===== config.mk =====
export PLATFORM = sky130hd
export DESIGN_NAME = add_sub_arbiter
export DESIGN_NICKNAME = d
export VERILOG_FILES = /design/src/rtl/add_sub_pkg.sv /design/src/rtl/add_sub.sv /design/src/rtl/add_sub_arbiter.sv
export SDC_FILE = /design/constraint.sdc
export NUM_CORES = 1
export LEC_CHECK = 0
export CAP_MARGIN = 20
export CORE_UTILIZATION = 45
export DETAILED_ROUTE_END_ITERATION = 10
export PLACE_DENSITY = 0.86
export SLEW_MARGIN = 15
export SYNTH_ARGS = -nofsm -noshare
export SYNTH_HDL_FRONTEND = slang
export SYNTH_SLANG_ARGS = --single-unit

===== constraint.sdc =====
create_clock -name clk -period 7.5 [get_ports clk]
set_input_delay 1.875 -clock clk [delete_from_list [all_inputs] [get_ports clk]]
set_output_delay 1.875 -clock clk [all_outputs]
set_load 0.1 [all_outputs]

===== src/rtl/add_sub_pkg.sv =====
// Shared constants and types for the add/sub arbiter slice.
package add_sub_pkg;

  localparam int DEF_WIDTH = 24;
  localparam int DEF_NREQ  = 4;
  localparam int DEF_IDW   = $clog2(DEF_NREQ);

  // Operation select: the sign input picks add (1) or subtract (0).
  localparam logic OP_ADD = 1'b1;
  localparam logic OP_SUB = 1'b0;

  // Response record at the default configuration: {requester tag, result, overflow}.
  typedef struct packed {
    logic [DEF_IDW-1:0]   id;
    logic [DEF_WIDTH-1:0] result;
    logic                 ovf;
  } rsp_t;

endpackage


===== src/rtl/add_sub.sv =====
// Combinational two's-complement adder/subtractor; result wraps modulo 2^WIDTH.
module add_sub
  import add_sub_pkg::*;
#(
  parameter int WIDTH = DEF_WIDTH
) (
  input  logic [WIDTH-1:0] a,
  input  logic [WIDTH-1:0] b,
  input  logic             sign,
  output logic [WIDTH-1:0] result
);

  assign result = (sign == OP_ADD) ? (a + b) : (a - b);

endmodule


===== src/rtl/add_sub_arbiter.sv =====
// Round-robin arbiter sharing one add/sub datapath among NREQ requesters,
// with a 2-entry in-order response FIFO carrying {id, result, ovf}.
//
// Handshakes: a transfer happens on a rising edge where valid && ready are
// both high. A requester holds valid and operands stable until accepted;
// rsp_* hold stable while rsp_valid && !rsp_ready. req_ready depends
// combinationally on req_valid, rsp_ready and internal state only, never on
// operand data.
module add_sub_arbiter
  import add_sub_pkg::*;
#(
  parameter  int WIDTH = DEF_WIDTH,
  parameter  int NREQ  = DEF_NREQ,
  localparam int IDW   = $clog2(NREQ)
) (
  input  logic                  clk,
  input  logic                  rst,
  input  logic [NREQ-1:0]       req_valid,
  output logic [NREQ-1:0]       req_ready,
  input  logic [NREQ*WIDTH-1:0] req_a,
  input  logic [NREQ*WIDTH-1:0] req_b,
  input  logic [NREQ-1:0]       req_sign,
  output logic                  rsp_valid,
  input  logic                  rsp_ready,
  output logic [IDW-1:0]        rsp_id,
  output logic [WIDTH-1:0]      rsp_result,
  output logic                  rsp_ovf,
  output logic                  busy
);

  typedef struct packed {
    logic [IDW-1:0]   id;
    logic [WIDTH-1:0] result;
    logic             ovf;
  } entry_t;

  logic [IDW-1:0]   ptr;
  logic [IDW-1:0]   gnt_id;
  logic             found;
  logic [1:0]       count;
  entry_t           head;
  entry_t           tail;
  entry_t           new_entry;
  logic             pop;
  logic             push;
  logic             space;
  logic [WIDTH-1:0] sel_a;
  logic [WIDTH-1:0] sel_b;
  logic             sel_sign;
  logic [WIDTH-1:0] sum;
  logic             ovf;

  assign pop   = rsp_valid && rsp_ready;
  assign space = (count < 2'd2) || pop;

  // Find the first valid requester at or after the pointer, wrapping to 0.
  always_comb begin
    found  = 1'b0;
    gnt_id = '0;
    for (int k = 0; k < NREQ; k++) begin
      if (!found && req_valid[(int'(ptr) + k) % NREQ]) begin
        found  = 1'b1;
        gnt_id = IDW'((int'(ptr) + k) % NREQ);
      end
    end
  end

  // Only the selected requester sees ready, and only when the FIFO can take a result.
  always_comb begin
    req_ready = '0;
    if (!rst && found && space) req_ready[gnt_id] = 1'b1;
  end

  assign push = !rst && found && space;

  assign sel_a    = req_a[int'(gnt_id)*WIDTH +: WIDTH];
  assign sel_b    = req_b[int'(gnt_id)*WIDTH +: WIDTH];
  assign sel_sign = req_sign[gnt_id];

  add_sub #(.WIDTH(WIDTH)) u_add_sub (
    .a      (sel_a),
    .b      (sel_b),
    .sign   (sel_sign),
    .result (sum)
  );

  // Signed overflow: the result sign disagrees with a's sign when the
  // effective operands (b, or -b for subtract) share a's sign.
  assign ovf = (sel_sign == OP_ADD)
             ? ((sel_a[WIDTH-1] == sel_b[WIDTH-1]) && (sum[WIDTH-1] != sel_a[WIDTH-1]))
             : ((sel_a[WIDTH-1] != sel_b[WIDTH-1]) && (sum[WIDTH-1] != sel_a[WIDTH-1]));

  assign new_entry = '{id: gnt_id, result: sum, ovf: ovf};

  // Advance the round-robin pointer past the requester just served.
  always_ff @(posedge clk) begin
    if (rst) begin
      ptr <= '0;
    end else if (push) begin
      ptr <= (int'(gnt_id) == NREQ - 1) ? '0 : gnt_id + 1'b1;
    end
  end

  // Two-slot FIFO: head drives the outputs directly, tail backs it up.
  always_ff @(posedge clk) begin
    if (rst) begin
      count <= 2'd0;
      head  <= '0;
      tail  <= '0;
    end else begin
      case ({push, pop})
        2'b10: begin
          if (count == 2'd0) head <= new_entry;
          else               tail <= new_entry;
          count <= count + 2'd1;
        end
        2'b01: begin
          head  <= tail;
          count <= count - 2'd1;
        end
        2'b11: begin
          if (count == 2'd1) begin
            head <= new_entry;
          end else begin
            head <= tail;
            tail <= new_entry;
          end
        end
        default: ;
      endcase
    end
  end

  assign rsp_valid  = (count != 2'd0);
  assign rsp_id     = head.id;
  assign rsp_result = head.result;
  assign rsp_ovf    = head.ovf;
  assign busy       = (count != 2'd0) || (|req_valid);

endmodule

==> results.md, run 1 <==
- The run finished with clean final reports.
- Ranked by total cell area, the synthesized netlist is headed by sky130_fd_sc_hd__dfxtp_1, sky130_fd_sc_hd__nand2_1, sky130_fd_sc_hd__ha_1, sky130_fd_sc_hd__nand3_1, sky130_fd_sc_hd__o21ai_0.
- Setup repair after global routing left no endpoint under its margin.
- The total power is 4.88 mW.
- The type of the worst min-delay path is reg2reg.
- The sequential area share after synthesis is 19.4%.
- The layer flagged by global routing as most heavily used is met2.
- Using the TritonRoute via totals, the vias-per-cell ratio works out to 5.85.
- Once layout is complete, the utilization of the core stands at 69.2%.
- The via count of the first global-routing pass is 6,868.
- The overall overflow remaining after global route is 0.
- The DRC violation count after routing is 0.
- Across the VDD grid, the largest voltage drop is 238 uV.
- Dividing the synthesized area by the synthesized cell count gives 6.65 sq um.
- The finished layout holds 1,291 standard cells, fillers aside.
- 236 I/O pins were placed.
- The number of antenna violations at the first check in global routing is 2.
- The met2 track demand over resource in global routing is 51.7%.
- For this block, the initial DRC count from the detailed router was 597.
- In this run, synthesis inferred 0 flip-flops with an integrated enable.
- The number of slew-limit violations in the final report came to 0.
- At the end of routability-driven placement, the weighted congestion stood at 0.984.
- Entering global routing, the biggest net connects 62 pins.
- The layout-stage area growth over the synthesis result is 48.1%.
- Measured along the y axis, the die boundary spans 117 um.
- The gate count after technology mapping is 901.
- Yosys mapped the design onto 62 distinct sky130hd cell types.
- Once the clock tree was built, the setup fixing pass inserted 0 buffers.
- Measured along the x axis, the die boundary spans 117 um.
- The worst setup path is captured at a flop.
- The power density of the placed cells is 550 nW/um^2.
- Max-cap violations in this run came to 0.
- TritonCTS built the clock tree.
- For this design the static power due to leakage is 3.64 nW.
- Of the post-synthesis cell area, the dominant cell type holds 19.4%.
- Among all cell types in the netlist, the one instantiated most often is sky130_fd_sc_hd__nand2_1.
- The count of hold buffers inserted by post-cts repair is 0.
- Global routing used 29.8% of the available tracks across all layers.
- The setup-violating endpoint count in the final report is 0.
- Global routing used 37.2% of the available met1 tracks.
- The largest fanout of any net on the critical path is 18.
- Data arrives at the worst endpoint at 7190 ps.
- The master cell of the clock root buffer is sky130_fd_sc_hd__clkbuf_16.
- The instance count after placement with tap cells included is 1,274.
- The post-synthesis async set-or-reset flop share is 0%.
- The quantity of gates resized following cts is 0.
- The number of buffers added by the clock tree synthesis step is 9.
- For met3 alone, demand over resource in global routing was 4.09%.
- The starting density of the core is 46.8%.
- For this run, the detailed router's first-pass iteration total came to 5.
- The worst path required time is 7670 ps.
- The share of the clock period used by the worst path is 93.6%.
- The final-layout worst hold slack is 456 ps.
- The worst setup path is launched from an input port.
- The detailed placement HPWL is 17,000 um.
- The transition time at the pin with the least slew margin is 1030 ps.
- The region available for standard cell placement spans 12,800 sq um.
- The fraction of final layout cells sized beyond drive strength 1 is 6.18%.
- At the end of the flow, the number of nets in the layout was 1,352.
- Clock latency on the worst-skew pair, taken at its later pin, is 330 ps.
- Across all layers, the routed design uses 7,555 vias.
- During placement, the flow inserted port buffers numbering 235.
- After floorplanning, the core was divided into 41 placement rows.
- Adding up every negative setup slack in the final design gives 0 ps.
- CTS saw 58 sinks.
- The post-route antenna net violation count is 0.
- The routed wire length per instance is 16.6 um.
- The fmax is 142 MHz.
- Summed over all layers, the routed wires come to 21,400 um.
- The clock period minus final worst setup slack is 7020 ps.
- After clock tree synthesis, the clock-pin slew on the worst setup and hold paths is 50 ps.
- The die area is 13,800 sq um.
- The maximum level of the CTS H-tree is 3.
- The first global-routing pass estimated 33,500 um of wire.
- The number of hold violations in the final report is 0.
- The clock passes through at most 2 buffers.
- The clock skew after layout is 2.92 ps.
- Counting flops and latches in the post-synthesis netlist gives 58.
- Among all flip-flop cells after synthesis, the most frequent one is sky130_fd_sc_hd__dfxtp_1.
- The worst setup path is of the in2reg kind.
- In this run the tightest slew margin relative to its limit is 31.4%.
- Summing every instance area after synthesis gives 6000 sq um.
- During synthesis, Yosys emitted a total of 0 warnings.
- By count the netlist is led by sky130_fd_sc_hd__nand2_1, sky130_fd_sc_hd__nand3_1, sky130_fd_sc_hd__o21ai_0.
- When the netlist entered floorplanning its net count stood at 1,140.
- The biggest area consumer among synthesized cells is sky130_fd_sc_hd__dfxtp_1.
-- logic make-up after synthesis --
kind of cell | Yosys count | synth area share (%)
AO/OA/AOI/OAI | 247 | 26.7
flip-flops | 58 | 19.4
buffers and inverters | 85 | 6.01
adder cells (fa/ha/maj) | 36 | 7.64
XOR/XNOR | 42 | 6.14
AND/OR/NAND/NOR | 422 | 32.3
multiplexers | 11 | 1.86
-- placed cells by master (no fill, tap or decap), drive strengths merged, types with 5 or more instances in the layout --
cell           count
nor3              27
o21ai             61
a31o               5
mux2i             10
buf               34
xor2              14
or3                9
o211ai             6
nor2              57
nand2            181
ha                35
a221oi            20
and2              10
xnor2             28
clkbuf            13
a31oi             33
a211oi            27
o21a               6
a21oi             53
dfxtp             58
clkdlybuf4s50    230
nand4              5
nand3             75
a21o               5
and3              40
inv               21
-- per-layer routing --
metal / part of all wire (%) / routed length (um) / up-vias
li1: - / - / 3678
met1: 41 / 8850 / 3474
met2: 48 / 10400 / 365
met3: 7.5 / 1610 / 38
met4: 2.9 / 622 / 0
met5: 0 / 0 / -
-- worst paths after layout --
| check | startpoint | endpoint | slack [ps] | depth (start not counted) |
|---|---|---|---|---|
| max reg2reg | ptr[1]$_SDFFE_PP0P_ | rsp_result[21]$_SDFFE_PP0P_ | 2100 | 20 |
| max | req_valid[0] | rsp_result[21]$_SDFFE_PP0P_ | 480 | 21 |
| min | tail[9]$_SDFFE_PP0P_ | tail[9]$_SDFFE_PP0P_ | 460 | 2 |
| min reg2reg | tail[9]$_SDFFE_PP0P_ | tail[9]$_SDFFE_PP0P_ | 460 | 2 |
-- power breakdown --
group,switching [mW],internal [mW]
clock network,0.131,0.281
registers,0.0635,0.427
logic,2.49,1.49
total,2.69,2.19
-- per-stage QoR --
stage,area (sq um),setup slack (ps)
global route,8880,32.5
floorplan,6000,1110
CTS,8870,536
finish,8880,478
detailed placement,8570,204
global placement,8550,308
-- sequential cells by signal, indices dropped and copies added, names as in the netlist --
register	flops
tail	27
rsp_result	24
count	2
ptr	2
rsp_id	2
rsp_ovf	1
-- worst max-delay path, stage by stage --
cell and delay [ps]:
sky130_fd_sc_hd__clkdlybuf4s50_1 450, sky130_fd_sc_hd__and2_4 190, sky130_fd_sc_hd__and2_0 150, sky130_fd_sc_hd__or3_2 710
sky130_fd_sc_hd__clkinv_8 170, sky130_fd_sc_hd__nand3_1 100, sky130_fd_sc_hd__a222oi_1 530, sky130_fd_sc_hd__and3_1 290
sky130_fd_sc_hd__and2_1 200, sky130_fd_sc_hd__a31oi_1 130, sky130_fd_sc_hd__xnor2_1 150, sky130_fd_sc_hd__ha_1 380
sky130_fd_sc_hd__nand2_1 80, sky130_fd_sc_hd__or3_1 400, sky130_fd_sc_hd__o21ai_0 320, sky130_fd_sc_hd__nand3_1 170
sky130_fd_sc_hd__a21oi_1 180, sky130_fd_sc_hd__o22ai_1 120, sky130_fd_sc_hd__xnor2_1 190, sky130_fd_sc_hd__a221oi_1 300
sky130_fd_sc_hd__nor3_1 80
-- area by class of cell --
type / count / area (sq um)
repair buffers: 264 / 2610
flip-flops and latches: 58 / 1160
clock inverters: 2 / 35.0
clock buffers: 13 / 270
fillers: 1094 / 3950
multi-input cells: 758 / 4490
well taps: 172 / 215
inverters: 22 / 95.1
diodes: 2 / 5.00
No activity file was read; power rests on OpenSTA's default activity.
==> inputs of run 2 (changes only) <==
--- a/config.mk
+++ b/config.mk
@@ -8,8 +8,9 @@
 export CAP_MARGIN = 20
 export CORE_UTILIZATION = 45
 export DETAILED_ROUTE_END_ITERATION = 10
-export PLACE_DENSITY = 0.86
+export PLACE_DENSITY = 0.87
 export SLEW_MARGIN = 15
 export SYNTH_ARGS = -nofsm -noshare
 export SYNTH_HDL_FRONTEND = slang
+export SYNTH_HIERARCHICAL = 1
 export SYNTH_SLANG_ARGS = --single-unit
==> run 2 against run 1 <==
Against the previous run:
- die area fell by 3.0%
- final area fell by 2.2%
- setup slack improved by 64 ps
- first-iteration DRC count fell by 3.4%
- largest cell class unchanged
==> results.md, run 2 <==
- The run finished with clean final reports.
- The most common cell in the netlist is sky130_fd_sc_hd__nand2_1.
- Yosys attributes the largest share of cell area to sky130_fd_sc_hd__dfxtp_1, sky130_fd_sc_hd__nand2_1, sky130_fd_sc_hd__ha_1, sky130_fd_sc_hd__a21oi_1, sky130_fd_sc_hd__a31oi_1.
- The library cells used most frequently in the layout, excluding fill and tap cells, are sky130_fd_sc_hd__nand2_1, sky130_fd_sc_hd__clkdlybuf4s50_1, sky130_fd_sc_hd__a21oi_1, sky130_fd_sc_hd__nor2_1, sky130_fd_sc_hd__dfxtp_1.
- The leading cell type in the layout, fill and taps excluded is sky130_fd_sc_hd__nand2_1.
- The largest buffer count on any clock path was 2 (unchanged).
- The total nets after synthesis was 1,135 (-0.44%).
- The sort of element at the end of the critical path is a flop.
- Among cell families on the critical path, the largest total delay comes from simple AND/OR/NAND/NOR gates.
- The number of antenna violations at the first check in global routing was 0 (-2).
- The overall overflow remaining after global route is 0 (unchanged).
- The layout-stage area growth over the synthesis result is 49.4%.
- In this run the critical register-to-register path is launched from ptr[0]$_SDFFE_PP0P_.
- The worst slack at placement came to 271 ps (+67.0 ps).
- The gate count after technology mapping is 891 (-1.1%).
- The cell with the biggest individual delay on the critical path is sky130_fd_sc_hd__or4b_1.
- The capture point of the worst reg-to-reg path is rsp_result[22]$_SDFFE_PP0P_.
- STA classifies the critical path startpoint as an input port.
- The overall fraction of global-route tracks in use is 31.0% (+1.2 points).
- Walking the worst path, the cells encountered are clkdlybuf4s50_1 -> nor2_1 -> or4b_1 -> and2_4 -> inv_2 -> buf_4 -> nand2_1 -> and3_1 -> a31oi_1 -> or3_1 -> or3_1 -> and3b_2 -> nor2_1 -> xor2_1 -> ha_1 -> a21o_1 -> a21oi_1 -> o21ai_0 -> and3_1 -> a31o_2 -> a311o_1 -> a22oi_1 -> a211oi_1.
- The die outline height is 116 um (-1.5%).
- The number of enable flip-flop cells after synthesis is 0 (unchanged).
- The detailed placement HPWL is 16,100 um (-5.4%).
- The quantity of gates resized following cts is 0 (unchanged).
- The setup-violating endpoint count in the final report is 0 (unchanged).
- The register with the highest flop count is tail.
- The signal arrival time at the worst endpoint was 7140 ps (-50 ps).
- The depth of the worst hold-timing path is 2 (unchanged).
- The count of maximum capacitance violations was 0 (unchanged).
- The worst setup path category is in2reg.
- TritonCTS built the clock tree.
- The Yosys warning count came to 6 (+6).
- The count of hold buffers inserted by post-cts repair came to 0 (unchanged).
- The relative slew slack is 30.5% (-0.87 points).
- The first-pass GRT wire length is 32,500 um (-3.0%).
- Ranked by instance count, the synthesized netlist is headed by sky130_fd_sc_hd__nand2_1, sky130_fd_sc_hd__a21oi_1, sky130_fd_sc_hd__nor2_1.
- The fraction of final layout cells sized beyond drive strength 1 is 5.33% (-0.85 points).
- The number of optimization iterations in the first detailed-route pass is 5 (unchanged).
- The number of buffers added by the clock tree synthesis step is 9 (unchanged).
- The post-synthesis cell type count is 58 (-6.5%).
- The number of input and output port buffers inserted was 235 (unchanged).
- The share of the core filled with cells is 68.8% (-0.39 points).
- The die width came to 116 um (-1.5%).
- The worst path required time came to 7680 ps (about the same).
- The fraction of post-synthesis cell area in the top cell type by area came to 20.0% (+0.60 points).
- The post-synthesis average cell area was 6.53 sq um (-1.9%).
- The number of fill cells in the layout is 1,094 (unchanged).
- The post-route antenna net violation count is 0 (unchanged).
- The clock net sink count came to 58 (unchanged).
- The clock skew after layout is 7.63 ps (+4.71 ps).
- The worst-skew pair later-pin latency came to 320 ps (about the same).
- The DRC violation count after routing is 0 (unchanged).
- The routability congestion estimate from global placement is 0.933 (-5.2%).
- The path with the worst hold slack has its endpoint at tail[26]$_SDFFE_PP0P_.
- Setup repair after global routing left no endpoint under its margin.
- The flip-flop and latch count after synthesis was 58 (unchanged).
- The maximum level of the CTS H-tree came to 3 (unchanged).
- The number of cells traversed by the worst register-to-register path is 22 (+10%).
- The number of hold violations in the final report is 0 (unchanged).
- The core outline area is 12,600 sq um (-1.6%).
- The flip-flop count of the largest register after layout is 27 (unchanged).
- The post-synthesis async set-or-reset flop share is 0% (unchanged).
- The largest fanout of any net on the critical path is 34 (+16).
- The per-cell via count in the routed design is 5.62 (-4.0%).
- The final total negative setup slack is 0 ps (unchanged).
- The number of buffers inserted to repair setup after CTS came to 0 (unchanged).
- The number of top-level pins is 236 (unchanged).
- The transition time at the pin with the least slew margin is 1040 ps (+10.6 ps).
- The type of the worst min-delay path is reg2reg.
- The sequential area share after synthesis was 20.0% (+0.60 points).
- The number of slew-limit violations in the final report is 0 (unchanged).
- The area of the mapped netlist is 5820 sq um (-3.0%).
- The row count is 41 (unchanged).
- The primary flip-flop cell chosen by synthesis mapping is sky130_fd_sc_hd__dfxtp_1.
- The die area is 13,400 sq um (-3.0%).
- The number of buffers and inverters on the critical path came to 3 (+1).
- The final critical-path setup slack is 542 ps (+63.9 ps).
- The vias after detailed routing is 7,183 (-4.9%).
- The largest net degree at the start of global routing is 64 (+3.2%).
- The biggest area consumer among synthesized cells is sky130_fd_sc_hd__dfxtp_1.
- The clock-pin slew on the worst setup and hold paths is 50 ps (about the same).
- The net total in the final layout was 1,347 (-0.37%).
- The final cell count without fillers is 1,279 (-0.93%).
- The longest individual stage delay on the worst path is 540 ps (-170 ps).
- The startpoint of the lowest-slack hold path is tail[26]$_SDFFE_PP0P_.
- The routed wire length per instance is 16.1 um (-2.8%).
- The fmax is 144 MHz (+0.92%).
- The initial DRC count is 577 (-3.4%).
- The register-to-register setup slack is 2230 ps (+130 ps).
- The share of the clock period used by the worst path is 92.8% (-0.85 points).
- The master cell of the clock root buffer is sky130_fd_sc_hd__clkbuf_16.
- The instance count after placement with tap cells included came to 1,264 (-0.78%).
- The total wire length after detailed routing is 20,600 um (-3.7%).
- The clock period minus final worst setup slack is 6960 ps (-63.9 ps).
- The starting density of the core is 46.1% (-0.67 points).
- The via count of the first global-routing pass is 6,715 (-2.2%).
- The antenna cell count is 0 (-2).
==> run 2: per-layer routing <==
layer / routed length (um) / track usage, % / share of wire (%)
met1: 8780 / 37.8 / 43
met2: 10200 / 56.0 / 50
met3: 1120 / 4.65 / 5.4
met4: 488 / 9.23 / 2.4
met5: 0 / 0 / 0
==> run 2: final cells by class <==
class	count	area [sq um]	area share, %
Tap cell	172	215	2.48
Clock inverter	6	82.6	0.950
Timing Repair Buffer	260	2570	29.6
Multi-Input combinational cell	753	4350	50.1
Sequential cell	58	1160	13.4
Inverter	21	78.8	0.907
Clock buffer	9	225	2.59
==> run 2: worst reg2reg max path: cells and delay by family (launching register included) <==
kind	cells	cell delay (ps)
flops	1	390
fa+ha+maj	1	350
xor+xnor	1	240
simple gates	10	1980
compound gates	8	1640
buf+inv	2	550
==> run 2: worst max-delay path by stage <==
| stage | start | endpoint | slack, ps | cells after the start |
|---|---|---|---|---|
| 3_5_place_dp | req_valid[3] | rsp_result[22]$_SDFFE_PP0P_ | 270 | 23 |
| 4_1_cts | req_valid[3] | rsp_result[22]$_SDFFE_PP0P_ | 600 | 23 |
| 2_1_floorplan | req_valid[2] | tail[0]$_SDFFE_PP0P_ | 700 | 24 |
| 5_1_grt | req_valid[1] | rsp_result[22]$_SDFFE_PP0P_ | 240 | 23 |
| 3_3_place_gp | req_valid[1] | rsp_result[22]$_SDFFE_PP0P_ | 390 | 23 |
| 6_report | req_valid[1] | rsp_result[22]$_SDFFE_PP0P_ | 540 | 23 |
==> run 2: metrics by stage <==
step	hold slack (ps)	instance area [sq um]
after floorplan	436	5820
after global placement	441	8380
after detailed placement	447	8380
after CTS	454	8690
after global routing	470	8690
final	453	8690
==> run 2: kinds of logic after synthesis <==
family,after synthesis,synth area share (%)
flip-flops,58,20.0
AO/OA/AOI/OAI,229,25.7
multiplexers,1,0.194
XOR/XNOR,45,6.78
AND/OR/NAND/NOR,437,33.0
buffers and inverters,80,5.42
adder cells (fa/ha/maj),41,8.95
Power of run 2 is not shown: default switching activity piles up to over one toggle a cycle in this logic, so the estimate is an artifact.
